===== config.mk =====
export PLATFORM = sky130hd
export DESIGN_NAME = st7789_spi_tx
export DESIGN_NICKNAME = d
export VERILOG_FILES = /design/src/rtl/st7789_spi_tx.sv
export SDC_FILE = /design/constraint.sdc
export NUM_CORES = 1
export LEC_CHECK = 0
export ABC_AREA = 1
export BUFFER_PORTS_ARGS = -buffer_cell sky130_fd_sc_hd__buf_2
export CORE_UTILIZATION = 55
export CTS_CLUSTER_DIAMETER = 60
export CTS_CLUSTER_SIZE = 8
export DETAILED_ROUTE_END_ITERATION = 16
export PLACE_DENSITY = 0.86
export SLEW_MARGIN = 30
export SYNTH_ARGS = -nofsm -noshare
export SYNTH_HDL_FRONTEND = slang
export SYNTH_SLANG_ARGS = --single-unit

===== constraint.sdc =====
create_clock -name CLK -period 3.7 [get_ports CLK]
set_clock_uncertainty 0.2 [all_clocks]
set_input_delay 0.185 -clock CLK [delete_from_list [all_inputs] [get_ports CLK]]
set_output_delay 0.185 -clock CLK [all_outputs]
set_load 0.05 [all_outputs]

===== src/rtl/st7789_spi_tx.sv =====
// st7789_spi_tx
//
// Serializes the ST7789 manager's command/data byte stream onto the 4-wire SPI
// pins of the panel (SPI mode 0, MSB first). One AXI-Stream beat carries one
// byte; TUSER drives D/C, TLAST closes the chip-select transaction.
//
// Parameters:
//   CLK_DIV  SCL half-period in CLK cycles (1..255)
//   CS_GAP   CLK cycles CS_N is held high after a TLAST byte (1..255)
//
// Ports:
//   CLK, RESET         system clock, synchronous active-high reset
//   S_AXIS_TDATA       byte to send
//   S_AXIS_TKEEP       0 = consume the beat without shifting it out
//   S_AXIS_TUSER       0 = command (DC low), 1 = parameter/pixel data (DC high)
//   S_AXIS_TVALID      beat valid
//   S_AXIS_TLAST       last byte of the CS transaction
//   S_AXIS_TREADY      high in IDLE and WAIT only
//   LCD_SCL/SDA/DC     SPI clock (idle low), MOSI, data/command select
//   LCD_CS_N           chip select, active low
//   BUSY               high whenever the FSM is not idle
module st7789_spi_tx #(
  parameter int unsigned CLK_DIV = 4,
  parameter int unsigned CS_GAP  = 4
) (
  input  logic       CLK,
  input  logic       RESET,
  input  logic [7:0] S_AXIS_TDATA,
  input  logic       S_AXIS_TKEEP,
  input  logic       S_AXIS_TUSER,
  input  logic       S_AXIS_TVALID,
  input  logic       S_AXIS_TLAST,
  output logic       S_AXIS_TREADY,
  output logic       LCD_SCL,
  output logic       LCD_SDA,
  output logic       LCD_DC,
  output logic       LCD_CS_N,
  output logic       BUSY
);

  typedef enum logic [2:0] {
    StIdle,
    StSetup,
    StHigh,
    StWait,
    StGap
  } state_t;

  localparam logic [7:0] DivLast = 8'(CLK_DIV - 1);
  localparam logic [7:0] GapLast = 8'(CS_GAP - 1);

  state_t     r_state, w_state_nxt;
  logic [7:0] r_div_cnt, w_div_cnt_nxt;
  logic [2:0] r_bit_cnt, w_bit_cnt_nxt;
  logic [7:0] r_gap_cnt, w_gap_cnt_nxt;
  logic [7:0] r_shift, w_shift_nxt;
  logic       r_last, w_last_nxt;
  logic       r_scl, w_scl_nxt;
  logic       r_dc, w_dc_nxt;
  logic       r_cs_n, w_cs_n_nxt;

  logic       w_ready_state;
  logic       w_hs;

  // Ready is decoded from the registered state only; RESET just masks it.
  assign w_ready_state = (r_state == StIdle) || (r_state == StWait);
  assign w_hs          = w_ready_state && S_AXIS_TVALID;

  always_ff @(posedge CLK) begin
    if (RESET) begin
      r_state   <= StIdle;
      r_div_cnt <= 8'd0;
      r_bit_cnt <= 3'd0;
      r_gap_cnt <= 8'd0;
      r_shift   <= 8'd0;
      r_last    <= 1'b0;
      r_scl     <= 1'b0;
      r_dc      <= 1'b0;
      r_cs_n    <= 1'b1;
    end else begin
      r_state   <= w_state_nxt;
      r_div_cnt <= w_div_cnt_nxt;
      r_bit_cnt <= w_bit_cnt_nxt;
      r_gap_cnt <= w_gap_cnt_nxt;
      r_shift   <= w_shift_nxt;
      r_last    <= w_last_nxt;
      r_scl     <= w_scl_nxt;
      r_dc      <= w_dc_nxt;
      r_cs_n    <= w_cs_n_nxt;
    end
  end

  always_comb begin
    w_state_nxt   = r_state;
    w_div_cnt_nxt = r_div_cnt;
    w_bit_cnt_nxt = r_bit_cnt;
    w_gap_cnt_nxt = r_gap_cnt;
    w_shift_nxt   = r_shift;
    w_last_nxt    = r_last;
    w_scl_nxt     = r_scl;
    w_dc_nxt      = r_dc;
    w_cs_n_nxt    = r_cs_n;

    case (r_state)
      StIdle, StWait: begin
        if (w_hs) begin
          if (S_AXIS_TKEEP) begin
            w_shift_nxt   = S_AXIS_TDATA;
            w_dc_nxt      = S_AXIS_TUSER;
            w_last_nxt    = S_AXIS_TLAST;
            w_cs_n_nxt    = 1'b0;
            w_bit_cnt_nxt = 3'd7;
            w_div_cnt_nxt = 8'd0;
            w_state_nxt   = StSetup;
          end else if (S_AXIS_TLAST) begin
            // A dropped TLAST beat still closes the transaction.
            w_cs_n_nxt    = 1'b1;
            w_gap_cnt_nxt = 8'd0;
            w_state_nxt   = StGap;
          end
        end
      end

      StSetup: begin
        if (r_div_cnt == DivLast) begin
          w_div_cnt_nxt = 8'd0;
          w_scl_nxt     = 1'b1;
          w_state_nxt   = StHigh;
        end else begin
          w_div_cnt_nxt = r_div_cnt + 8'd1;
        end
      end

      StHigh: begin
        if (r_div_cnt == DivLast) begin
          w_div_cnt_nxt = 8'd0;
          w_scl_nxt     = 1'b0;
          if (r_bit_cnt != 3'd0) begin
            w_shift_nxt   = {r_shift[6:0], 1'b0};
            w_bit_cnt_nxt = r_bit_cnt - 3'd1;
            w_state_nxt   = StSetup;
          end else if (r_last) begin
            // CS_N rises on the same edge as the final SCL fall.
            w_cs_n_nxt    = 1'b1;
            w_gap_cnt_nxt = 8'd0;
            w_state_nxt   = StGap;
          end else begin
            // SDA keeps bit 0 while waiting for the next byte.
            w_state_nxt = StWait;
          end
        end else begin
          w_div_cnt_nxt = r_div_cnt + 8'd1;
        end
      end

      StGap: begin
        if (r_gap_cnt == GapLast) begin
          w_gap_cnt_nxt = 8'd0;
          w_state_nxt   = StIdle;
        end else begin
          w_gap_cnt_nxt = r_gap_cnt + 8'd1;
        end
      end

      default: begin
        w_state_nxt = StIdle;
      end
    endcase
  end

  assign S_AXIS_TREADY = w_ready_state && !RESET;
  assign LCD_SCL       = r_scl;
  assign LCD_SDA       = r_shift[7];
  assign LCD_DC        = r_dc;
  assign LCD_CS_N      = r_cs_n;
  assign BUSY          = (r_state != StIdle);

endmodule


==> run summary, run 1 <==
total gr overflow: 0
Clock transition at path regs: 110 ps
Final Wtd Congestion: 0.815
Post-Syn Area: 2020 um2
Synth Warn #: 0
r2r startpoint: r_state[0]
top post-synthesis cells by area: dfxtp_1 (34%), nand2_1 (17%), nor2_1 (7.6%), nand3_1 (6.2%), a21oi_1 (5.0%)
GRT Resource Usage Total: 24.0%
H-tree levels: 2
Placeable Area: 3420 um2
minimum hold slack: 28.3 ps
Setup Crit Path Kind: flip-flop to flip-flop
Critical Path RT: 3740 ps
Fin. Hold Viols: 0
routed length per placed instance: 11.1 um
Min-Delay Startpoint: S_AXIS_TKEEP
io pins: 20
largest net degree at the start of global routing: 21
DR iter-0 viols: 111
DRT Pass-1 Iters: 4
Slowest cell on crit path: dfxtp_1
vias in the first global route: 1855
drt via density: 5.19
status: completed
register area share after synthesis: 33.8%
Ant. Diodes: 0
post-route cell area: 2210 um2
final period utilization: 53.9%
Largest stage delay, worst path: 500 ps
routed wire length: 4160 um
post-cts repair resize count: 0
Max Cap Violations: 0
first-pass GRT wire length: 7560 um
setup_tns: 0 ps
Yosys top cell area share: 33.8%
Slew HR: 63.7%
CP startpoint: r_state[0]
CP Max Fanout: 16
Commonest cells post-synth: nand2_1 (91), nor2_1 (41), dfxtp_1 (34)
crit path cell chain: inv_2, nand3_2, inv_2, nand2_4, nand3_4, nor2_8, nand2_1, nand2_1, nor2_1
chip height: 62.5 um
Highest Clock Rate: 502 MHz
Clock Path Buffers: 2
share of layout cells above drive strength 1: 20.2%
most frequent cell after synthesis: nand2_1
port bufs: 19
CTS tree: done
Synth area leader: dfxtp_1
post-detail-place hpwl: 3040 um
WHS Path Cells: 3
number of library cell types mapped by synthesis: 30
placed cell area: 2120 um2
Max IR drop VDD: 0.000377 V
post-route minimum period: 1990 ps
P per Cell Area: 676 nW/um2
Residual DRC: 0
R2R depth: 9
min-delay worst type: input pin to flip-flop
Worst EP arrival: 2030 ps
Worst-Skew Late Latency: 340 ps
Post-synth EDFFs: 0
Most used DFF post-synth: dfxtp_1
Mapped Nets: 322
register bit total from synthesis: 34
root buffer cell: clkbuf_4
initial core utilization: 59.0%
CP Launch Type: flip-flop
via count: 1935
Critical Path End Type: flip-flop
CTS buffer count: 5
Post-Syn Area per Cell: 6.63 um2
Die Area: 3910 um2
P_leak: 0.00101 uW
DRT antenna net count: 0
RSZ-0062 raised after global routing: no
Setup Viol. Count Final: 0
Slew @ Worst Pin: 542 ps
initial antenna violation count: 0
Async S/R FF share, synth: 0%
cell count after synthesis: 304
Max Slew Vio Count: 0
row cnt: 21
area delta synth->final: 9.44%
die width: 62.5 um
nets@finish: 344
CTS sink count: 34
-- what timing repair did --
item,in CTS,in global routing
hold buffers,3,0
buffers inserted,0,0
hold endpoints to repair,3,0
-- final timing paths --
path                      to  slack [ps]
setup reg to reg  r_shift[3]        1710
hold reg to reg       LCD_DC         260
setup / recovery  r_shift[3]        1710
hold / removal        LCD_DC          30
-- final cells by class --
type | count | area [um2]
fillers | 330 | 1210
repair buffers | 22 | 125
well taps | 46 | 57.6
multi-input cells | 232 | 1160
clock inverters | 1 | 5.00
clock buffers | 7 | 55.1
inverters | 31 | 119
flip-flops and latches | 34 | 681
-- worst max-delay path: cells and delay by family (launching register included) --
| family | cells | cell delay, ps |
|---|---|---|
| simple gates | 7 | 920 |
| flops | 1 | 500 |
| buf+inv | 2 | 270 |
-- through the flow --
stage | utilization (%) | total power [uW] | setup slack, ps | std cells
2_1_floorplan | - | 1160 | 1940 | 304
3_3_place_gp | 61.9 | 1240 | 1770 | 362
3_5_place_dp | 61.9 | 1270 | 1720 | 362
4_1_cts | 64.6 | 1490 | 1700 | 373
5_1_grt | 64.6 | 1610 | 1530 | 373
6_report | 64.6 | 1490 | 1710 | 373
-- cell families after synthesis --
logic type | after synthesis | share of synthesized area [%]
AOI/OAI and AO/OA | 29 | 7.64
DFF | 34 | 33.8
xor gates and xnor gates | 2 | 0.869
buffers and inverters | 38 | 8.50
adders and majority gates | 4 | 2.48
and+or+nand+nor | 197 | 46.7
-- layer usage --
layer | GRT usage [%] | routed length (um)
met5 | 0 | 0
met1 | 26.1 | 1810
met3 | 4.93 | 185
met4 | 17.2 | 134
met2 | 41.3 | 2020
-- cell usage in the layout, fill, tap and decap left out, types with 6 or more instances in the layout --
| cell | Yosys | routed |
|---|---|---|
| a21oi_1 | 20 | 20 |
| buf_2 | 2 | 19 |
| dfxtp_1 | 34 | 34 |
| inv_1 | 25 | 25 |
| nand2_1 | 91 | 91 |
| nand2_2 | 6 | 6 |
| nand3_1 | 25 | 25 |
| nand4_1 | 6 | 6 |
| nor2_1 | 41 | 41 |
| nor2_2 | 11 | 11 |
| o21ai_0 | 6 | 6 |
-- flip-flops by register name (all words and copies together), names as in the netlist --
name,cells
r_shift,8
r_bit_cnt,3
r_div_cnt,8
r_state,3
r_last,1
LCD_SCL,1
r_gap_cnt,8
LCD_CS_N,1
LCD_DC,1
-- where the power goes --
group          switching, uW  total, uW  internal, uW
combinational            537        774           236
clock                    129        222          92.2
sequential              58.4        495           437
(Power assumes the default switching activity.)
==> run 2, diff against run 1 <==
- ABC_AREA: 1 -> 0
- clock period: 3.7 -> 1.95 ns (I/O delays scaled with it)
==> run 2 against run 1 <==
  * Cell area rose by 11%
  * Combinational power rose to 2.8 times the previous value
  * Highest routed layer unchanged
  * Power rose by 140%
  * Final cell count fell by 16%
  * The run now ends with setup timing left
  * Hold slack got worse by 17 ps
  * Via count rose by 0.62%
  * First-iteration DRC count fell by 18%
  * Clock power rose by 120%
  * Sequential share of layout area fell by 2.9 points
  * Global-route usage rose by 0.99 points
  * Largest power group unchanged
==> run summary, run 2 <==
CTS tree: done (unchanged)
WHS Path Cells: 4 (was 3)
setup_tns: -13.1 ps (was 0 ps)
share of layout cells above drive strength 1: 26.5% (was 20.2%)
Clock transition at path regs: 60 ps (was 110 ps)
most common cell after layout, fill and taps aside: dfxtp_1 (was nand2_1)
routed wire length: 4730 um (was 4160 um)
Die Area: 3980 um2 (was 3910 um2)
final worst setup slack: -13.1 ps (was 1710 ps)
Max Slew Vio Count: 0 (unchanged)
number of library cell types mapped by synthesis: 57 (was 30)
cell count after synthesis: 233 (was 304)
Residual DRC: 0 (unchanged)
most frequent cells in the layout: dfxtp_1 (30), buf_4 (21), buf_2 (19), nor2_1 (16), nand2_1 (13) (was nand2_1 (91), nor2_1 (41), dfxtp_1 (34), inv_1 (25), nand3_1 (25))
chip height: 63.1 um (was 62.5 um)
H-tree levels: 2 (unchanged)
GRT Resource Usage Total: 25.0% (was 24.0%)
row cnt: 21 (unchanged)
Min-Delay Startpoint: S_AXIS_TDATA[7] (was S_AXIS_TKEEP)
Yosys top cell area share: 33.2% (was 33.8%)
Setup Crit Path Kind: flip-flop to flip-flop (unchanged)
Max IR drop VDD: 0.000981 V (was 0.000377 V)
Final Wtd Congestion: 0.911 (was 0.815)
Synth area leader: dfxtp_1 (unchanged)
total gr overflow: 0 (unchanged)
routed length per placed instance: 15.1 um (was 11.1 um)
first-pass GRT wire length: 7840 um (was 7560 um)
register bit total from synthesis: 34 (unchanged)
flop-to-flop setup slack: -10 ps (was 1710 ps)
R2R depth: 5 (was 9)
top post-synthesis cells by area: dfxtp_1 (33%), mux2i_1 (5.4%), nor3b_1 (3.7%), xnor2_1 (3.4%), a21oi_1 (2.9%) (was dfxtp_1 (34%), nand2_1 (17%), nor2_1 (7.6%), nand3_1 (6.2%), a21oi_1 (5.0%))
drt via density: 6.20 (was 5.19)
area delta synth->final: 19.6% (was 9.44%)
Critical Path End Type: flip-flop (unchanged)
status: finished with violations (was completed)
pre-CTS setup slack: -8.90 ps (was 1720 ps)
nets@finish: 286 (was 344)
Mapped Nets: 251 (was 322)
root buffer cell: clkbuf_8 (was clkbuf_4)
CP Max Fanout: 5 (was 16)
Slew @ Worst Pin: 549 ps (was 542 ps)
Slew HR: 63.0% (was 63.7%)
DR iter-0 viols: 91 (was 111)
Worst EP arrival: 1950 ps (was 2030 ps)
Clock Path Buffers: 2 (unchanged)
DRT antenna net count: 0 (unchanged)
DRT Pass-1 Iters: 4 (unchanged)
initial antenna violation count: 0 (unchanged)
CTS sink count: 34 (unchanged)
vias in the first global route: 1754 (was 1855)
Setup Viol. Count Final: 1 (was 0)
P_leak: 0.000941 uW (was 0.00101 uW)
Highest Clock Rate: 509 MHz (was 502 MHz)
Top Registers: r_div_cnt: 8 flops, r_gap_cnt: 8 flops, r_shift: 8 flops (unchanged)
Fin. Hold Viols: 0 (unchanged)
P per Cell Area: 1460 nW/um2 (was 676 nW/um2)
via count: 1947 (was 1935)
min-delay worst type: input pin to flip-flop (unchanged)
minimum hold slack: 11.2 ps (was 28.3 ps)
Worst-Skew Late Latency: 280 ps (was 340 ps)
Post-synth EDFFs: 0 (unchanged)
Placeable Area: 3470 um2 (was 3420 um2)
die width: 63.1 um (was 62.5 um)
CP Launch Type: flip-flop (unchanged)
Post-Syn Area: 2050 um2 (was 2020 um2)
post-layout util: 70.8% (was 64.6%)
most frequent cell after synthesis: dfxtp_1 (was nand2_1)
Async S/R FF share, synth: 0% (unchanged)
Commonest cells post-synth: dfxtp_1 (34), nor2_1 (16), nand2_1 (13) (was nand2_1 (91), nor2_1 (41), dfxtp_1 (34))
post-route minimum period: 1960 ps (was 1990 ps)
Max Cap Violations: 0 (unchanged)
Post-Syn Area per Cell: 8.81 um2 (was 6.63 um2)
Critical Path RT: 1930 ps (was 3740 ps)
largest net degree at the start of global routing: 21 (unchanged)
CP startpoint: r_div_cnt[0] (was r_state[0])
CTS buffer count: 5 (unchanged)
Synth Warn #: 0 (unchanged)
r2r startpoint: r_div_cnt[0] (was r_state[0])
register area share after synthesis: 33.2% (was 33.8%)
Most used DFF post-synth: dfxtp_1 (unchanged)
Ant. Diodes: 0 (unchanged)
initial core utilization: 59.2% (was 59.0%)
post-detail-place hpwl: 3250 um (was 3040 um)
port bufs: 19 (unchanged)
failing checks: setup timing
final period utilization: 101% (was 53.9%)
io pins: 20 (unchanged)
[run 2: where the power goes]
part | total (uW) | internal (uW) | switching, uW
combinational | 2140 | 895 | 1240
clock | 486 | 246 | 241
sequential | 965 | 859 | 106
total | 3590 | 2000 | 1590
[run 2: critical path, stage by stage, from the launching register on]
cell      delay, ps
dfxtp_2         330
ha_1            160
nor4b_4         350
nand2_1         140
a221o_1         380
a221oi_2        310
[run 2: logic make-up after synthesis]
group / count (synthesis) / synth area share, %
AND/OR/NAND/NOR: 85 / 24.5
adder cells (fa/ha/maj): 5 / 2.93
multiplexers: 12 / 5.91
buffers and inverters: 27 / 7.13
XOR/XNOR: 9 / 4.21
AO/OA/AOI/OAI: 61 / 22.2
flip-flops: 34 / 33.2
[run 2: cell type report]
class,count,area (um2)
Multi-Input combinational cell,172,1280
Fill cell,272,1010
Sequential cell,34,686
Timing Repair Buffer,46,325
Clock buffer,7,76.3
Tap cell,46,57.6
Inverter,9,33.8
[run 2: metal layers]
metal  up-vias  track usage [%]  share of wire, %
li1        936                -                 -
met1       934             30.8                43
met2        62             40.5                49
met3        15             4.89               5.2
met4         0             14.2               3.2
met5         -                0                 0
[run 2: metrics by stage]
| step | cell area, um2 | total power [uW] | std cells |
|---|---|---|---|
| finish | 2450 | 3590 | 314 |
| global route | 2450 | 3830 | 314 |
| CTS | 2380 | 3440 | 312 |
| detailed placement | 2280 | 2940 | 302 |
| global placement | 2280 | 2890 | 302 |
| floorplan | 2060 | 2510 | 233 |
[run 2: path summary, 6_finish.rpt]
check                    end
hold reg to reg   r_shift[0]
setup / recovery  r_state[1]
setup reg to reg  r_state[1]
hold / removal    r_shift[7]
[run 2: repair_timing]
item | 4_1_cts | 5_1_grt
pin swaps | 1 | 4
hold buffers | 3 | 0
buffers inserted | 0 | 2
endpoints found under the setup margin | 5 | 21
endpoints found under the hold margin | 3 | 0
resized for setup | 0 | 15
